$ cat src/rtl/if_id_pipe.sv
// if_id_pipe: two-entry in-order skid buffer between the fetch and decode stages.
//
// Handshake: a transfer happens on a rising clk edge where valid && ready are
// both high on the same side. if_ready depends only on rst and the registered
// state, never on id_ready. This breaks the combinational ready path from
// decode back to fetch. The skid register absorbs the one entry that arrives
// while decode stalls.
//
// Ports:
//   clk, rst        clock; synchronous active-low reset
//   if_valid/ready  fetch-side handshake
//   if_pc/inst/exc  offered entry
//   flush           drops all held entries and the current offer
//   id_valid/ready  decode-side handshake
//   id_pc/inst/exc  output entry (the main register)
//   stall_cnt       saturating count of cycles with id_valid && !id_ready
module if_id_pipe #(
  parameter int unsigned         PC_W     = 32,
  parameter int unsigned         INST_W   = 32,
  parameter logic [INST_W-1:0]   NOP_INST = '0,
  parameter int unsigned         CNT_W    = 16
) (
  input  logic              clk,
  input  logic              rst,
  input  logic              if_valid,
  output logic              if_ready,
  input  logic [PC_W-1:0]   if_pc,
  input  logic [INST_W-1:0] if_inst,
  input  logic              if_exc,
  input  logic              flush,
  output logic              id_valid,
  input  logic              id_ready,
  output logic [PC_W-1:0]   id_pc,
  output logic [INST_W-1:0] id_inst,
  output logic              id_exc,
  output logic [CNT_W-1:0]  stall_cnt
);

  typedef enum logic [1:0] {
    EMPTY = 2'd0,
    ONE   = 2'd1,
    TWO   = 2'd2
  } state_t;

  state_t state_q, state_d;

  logic [PC_W-1:0]   skid_pc;
  logic [INST_W-1:0] skid_inst;
  logic              skid_exc;

  logic in_xfer, out_xfer;
  logic load_main_in, load_main_skid, load_skid, clear_main;

  assign id_valid = (state_q != EMPTY);
  assign if_ready = rst && (state_q != TWO);
  assign in_xfer  = if_valid && if_ready;
  assign out_xfer = id_valid && id_ready;

  // State register
  always_ff @(posedge clk) begin
    if (!rst) state_q <= EMPTY;
    else      state_q <= state_d;
  end

  // Next state and register load controls
  always_comb begin
    state_d        = state_q;
    load_main_in   = 1'b0;
    load_main_skid = 1'b0;
    load_skid      = 1'b0;
    clear_main     = 1'b0;
    if (flush) begin
      // Drops the held entries and the offer, even though if_ready may be high.
      state_d    = EMPTY;
      clear_main = 1'b1;
    end else begin
      unique case (state_q)
        EMPTY: begin
          if (in_xfer) begin
            load_main_in = 1'b1;
            state_d      = ONE;
          end
        end
        ONE: begin
          if (in_xfer && out_xfer) begin
            load_main_in = 1'b1;
          end else if (in_xfer) begin
            load_skid = 1'b1;
            state_d   = TWO;
          end else if (out_xfer) begin
            clear_main = 1'b1;
            state_d    = EMPTY;
          end
        end
        TWO: begin
          if (out_xfer) begin
            load_main_skid = 1'b1;
            state_d        = ONE;
          end
        end
        default: state_d = EMPTY;
      endcase
    end
  end

  // Main register. Clearing leaves id_pc alone so the last PC stays visible.
  always_ff @(posedge clk) begin
    if (!rst) begin
      id_pc   <= '0;
      id_inst <= NOP_INST;
      id_exc  <= 1'b0;
    end else if (clear_main) begin
      id_inst <= NOP_INST;
      id_exc  <= 1'b0;
    end else if (load_main_in) begin
      id_pc   <= if_pc;
      id_inst <= if_inst;
      id_exc  <= if_exc;
    end else if (load_main_skid) begin
      id_pc   <= skid_pc;
      id_inst <= skid_inst;
      id_exc  <= skid_exc;
    end
  end

  // Skid register
  always_ff @(posedge clk) begin
    if (!rst) begin
      skid_pc   <= '0;
      skid_inst <= '0;
      skid_exc  <= 1'b0;
    end else if (load_skid) begin
      skid_pc   <= if_pc;
      skid_inst <= if_inst;
      skid_exc  <= if_exc;
    end
  end

  // Stall counter saturates at all-ones
  always_ff @(posedge clk) begin
    if (!rst) begin
      stall_cnt <= '0;
    end else if (id_valid && !id_ready && !flush && (stall_cnt != {CNT_W{1'b1}})) begin
      stall_cnt <= stall_cnt + 1'b1;
    end
  end

endmodule

$ cat config.mk
export PLATFORM = sky130hd
export DESIGN_NAME = if_id_pipe
export DESIGN_NICKNAME = d
export VERILOG_FILES = /design/src/rtl/if_id_pipe.sv
export SDC_FILE = /design/constraint.sdc
export NUM_CORES = 1
export LEC_CHECK = 0
export ABC_CLOCK_PERIOD_IN_PS = 3400
export BUFFER_PORTS_ARGS = -buffer_cell sky130_fd_sc_hd__buf_4
export CAP_MARGIN = 5
export CORE_ASPECT_RATIO = 0.8
export CORE_MARGIN = 5
export CORE_UTILIZATION = 45
export DETAILED_ROUTE_END_ITERATION = 7
export PLACE_DENSITY_LB_ADDON = 0.3
export RECOVER_POWER = 100
export SYNTH_ARGS = -nofsm -noshare
export SYNTH_HDL_FRONTEND = slang
export SYNTH_SLANG_ARGS = --single-unit
$ cat constraint.sdc
create_clock -name clk -period 3.4 [get_ports clk]
set_input_delay 0.51 -clock clk [delete_from_list [all_inputs] [get_ports clk]]
set_output_delay 0.51 -clock clk [all_outputs]
set_load 0.005 [all_outputs]
==> flow_metrics.env <==
export IMPL_status="complete, no violations"
export IMPL_cp_data_arrival_time_ps=2730
export IMPL_area_delta_synth_final_pct=29.3
export IMPL_tritoncts="built"
export IMPL_dp_cells=975
export IMPL_grt_overflow_total=0
export IMPL_clockRootBuffer="clkbuf_16"
export IMPL_wirelength_um=15600
export IMPL_globalplace_congestion=0.817
export IMPL_yosys_area_top_type="dfxtp_1"
export IMPL_htreeDepth=4
export IMPL_clock_sinks=148
export IMPL_antenna_found_initial=0
export IMPL_synth_area_leaders="dfxtp_1 (49%), mux2i_1 (12%), nand2_1 (9.3%)"
export IMPL_place_hpwl_um=10400
export IMPL_fp_dieW_um=140
export IMPL_ys_async_sr_fraction_pct=0
export IMPL_rsz0062_at_grt="no"
export IMPL_ctsResizeCount=0
export IMPL_rows=37
export IMPL_fin_tns_setup_ps=0
export IMPL_worst_slew_pin_transition_ps=1270
export IMPL_p_leak_nw=2.76
export IMPL_fp_coreArea_um2=13000
export IMPL_wl_per_cell_um=15.4
export IMPL_wl_met2_um=7470
export IMPL_r2r_cells=5
export IMPL_cp_max_fo=36
export IMPL_ys_seq_area_share_pct=49.1
export IMPL_worst_ir_drop_vdd_mv=0.315
export IMPL_critPathLaunchType="flop"
export IMPL_synthCells=695
export IMPL_drc_errors=0
export IMPL_pin_count=153
export IMPL_end_kind="flop"
export IMPL_met1Wirelength_um=7130
export IMPL_dieArea_um2=15900
export IMPL_required_ps=3710
export IMPL_dp_slack_ps=966
export IMPL_synth_nets=766
export IMPL_synth_cell_types=38
export IMPL_drv_slew=0
export IMPL_drive_above_1_share_pct=22.8
export IMPL_netlist_area_leader_share_pct=49.1
export IMPL_cts_hold_buf=0
export IMPL_drtAntennaViolNets=0
export IMPL_final_hold_violation_count=0
export IMPL_r2r_end="id_pc[31]$_SDFFE_PN0P_"
export IMPL_regToRegStartpoint="state_q[0]$_SDFFE_PP0P_"
export IMPL_post_cts_buffers=0
export IMPL_cts_buffer_depth=2
export IMPL_synth_edf_count=0
export IMPL_grt_usage_pct=19.0
export IMPL_diodes=0
export IMPL_postSynthAreaPerCell_um2=8.69
export IMPL_drt_iter0_drc=287
export IMPL_min_to="state_q[1]$_SDFFE_PP0P_"
export IMPL_nNetsFinal=890
export IMPL_grt_pass1_vias=5221
export IMPL_drt_pass1_iter_count=5
export IMPL_p_per_area_nw_per_um2=510
export IMPL_port_buffers=152
export IMPL_layout_cells_non_filler=1007
export IMPL_fin_crit_sh_pct=71.2
export IMPL_fmax_mhz=413
export IMPL_vias_per_cell=5.28
export IMPL_ys_seq_elements=148
export IMPL_cts_buffers=17
export IMPL_fin_crit_ps=2420
export IMPL_grt_pass1_wl_um=25200
export IMPL_grt_max_degree=87
export IMPL_die_y_um=114
export IMPL_synth_ff_type="dfxtp_1"
export IMPL_r2r_slack_ps=980
export IMPL_top_layer="met4"
export IMPL_hold_class="in2reg"
export IMPL_clock_latency_ps=410
export IMPL_setup_viol=0
export IMPL_clock_skew_ps=11.6
export IMPL_slew_headroom_pct=15.0
export IMPL_vias=5317
export IMPL_maxCapViolCount=0
export IMPL_hold_start="id_ready"
export IMPL_crit_type="reg2reg"
export IMPL_finalWorstSetupSlack_ps=980
export IMPL_initial_core_util_pct=46.4
export IMPL_netlist_area_um2=6040
export IMPL_dr_wl_met3_um=800
export IMPL_whs_path_depth=2
export IMPL_clk_pin_slew_ps=60
export IMPL_ys_warn_count=0
[power breakdown]
group	switching [W]	total [W]	internal [W]	leakage (nW)
combinational	0.000125	0.000245	0.000120	1.27
clock	0.000762	0.00195	0.00119	0.296
sequential	0.0000215	0.00179	0.00177	1.20
total	0.000908	0.00398	0.00308	2.76
[synth_stat cells, types with 3 or more instances]
| library cell | n |
|---|---|
| nor2_1 | 68 |
| buf_1 | 6 |
| mux2i_1 | 74 |
| or4_1 | 6 |
| nand2_1 | 149 |
| a211oi_1 | 68 |
| nand3_1 | 3 |
| clkbuf_1 | 40 |
| nand2b_1 | 10 |
| nor4_1 | 4 |
| dfxtp_1 | 148 |
| inv_1 | 5 |
| a21oi_1 | 73 |
| buf_2 | 4 |
| o41ai_1 | 3 |
| buf_4 | 5 |
[metrics by stage]
stage	total power, W	util (%)	hold slack (ps)	area, µm²
2_1_floorplan	0.00193	-	436	6040
4_1_cts	0.00402	60.4	319	7860
6_report	0.00398	60.0	341	7810
5_1_grt	0.00412	60.0	338	7810
3_3_place_gp	0.00207	55.7	441	7240
3_5_place_dp	0.00208	55.7	447	7240
[state kept, by name, indices dropped and copies added, names as in the netlist]
register   cells
id_pc         32
id_inst       32
skid_inst     32
stall_cnt     16
skid_exc       1
skid_pc       32
state_q        2
id_exc         1
[critical path: stages, from the launching register on]
cell,delay [ps]
dfxtp_1,360
nand2b_1,200
nor3b_1,240
clkbuf_2,970
mux2i_1,220
a211oi_1,290
[kinds of logic after synthesis]
group / after synthesis / share of synthesized area, %
AO/OA/AOI/OAI: 153 / 16.1
adder cells (fa/ha/maj): 1 / 0.207
buffers and inverters: 60 / 4.12
flip-flops: 148 / 49.1
multiplexers: 74 / 12.3
AND/OR/NAND/NOR: 259 / 18.3
[placed cells by master (no fill, tap or decap), types with 2 or more instances in the layout]
| cell type | n |
|---|---|
| or4_1 | 6 |
| o31ai_1 | 2 |
| inv_1 | 4 |
| o41ai_1 | 3 |
| buf_4 | 77 |
| clkbuf_16 | 17 |
| clkinvlp_4 | 2 |
| a2111oi_0 | 2 |
| a211oi_1 | 68 |
| nor4_1 | 4 |
| mux2i_1 | 74 |
| nand3_2 | 2 |
| nand3_1 | 3 |
| dfxtp_1 | 148 |
| nor3_1 | 2 |
| clkinv_4 | 4 |
| nand3b_1 | 2 |
| bufinv_16 | 3 |
| nand2b_1 | 10 |
| nand2_1 | 149 |
| a21oi_1 | 73 |
| clkbuf_2 | 2 |
| inv_6 | 2 |
| clkbuf_1 | 8 |
| clkbuf_4 | 74 |
| nand4_1 | 2 |
| nor2_1 | 68 |
[per-layer routing]
metal  track usage (%)  vias to the layer above
li1                  -                     2674
met1              24.2                     2490
met2              31.8                      139
met3              4.78                       14
met4              6.52                        0
met5                 0                        -
[how the worst max path moves through the flow]
stage / start / to / slack [ps]
after global placement: rst / skid_pc[5]$_SDFFE_PN0P_ / 1040
after global routing: state_q[1]$_SDFFE_PP0P_ / id_pc[10]$_SDFFE_PN0P_ / 860
after detailed placement: rst / skid_pc[9]$_SDFFE_PN0P_ / 970
after CTS: state_q[1]$_SDFFE_PP0P_ / skid_pc[9]$_SDFFE_PN0P_ / 1340
final: state_q[0]$_SDFFE_PP0P_ / id_pc[31]$_SDFFE_PN0P_ / 980
after floorplan: id_ready / stall_cnt[6]$_SDFFE_PN0P_ / 1560
[layout make-up]
cell class / instances / area, µm²
Timing Repair Buffer: 160 / 1170
Tap cell: 175 / 219
Multi-Input combinational cell: 487 / 2820
Fill cell: 1112 / 5200
Sequential cell: 148 / 2960
Inverter: 5 / 18.8
Clock buffer: 19 / 443
Clock inverter: 13 / 174
(Power assumes the default switching activity.)
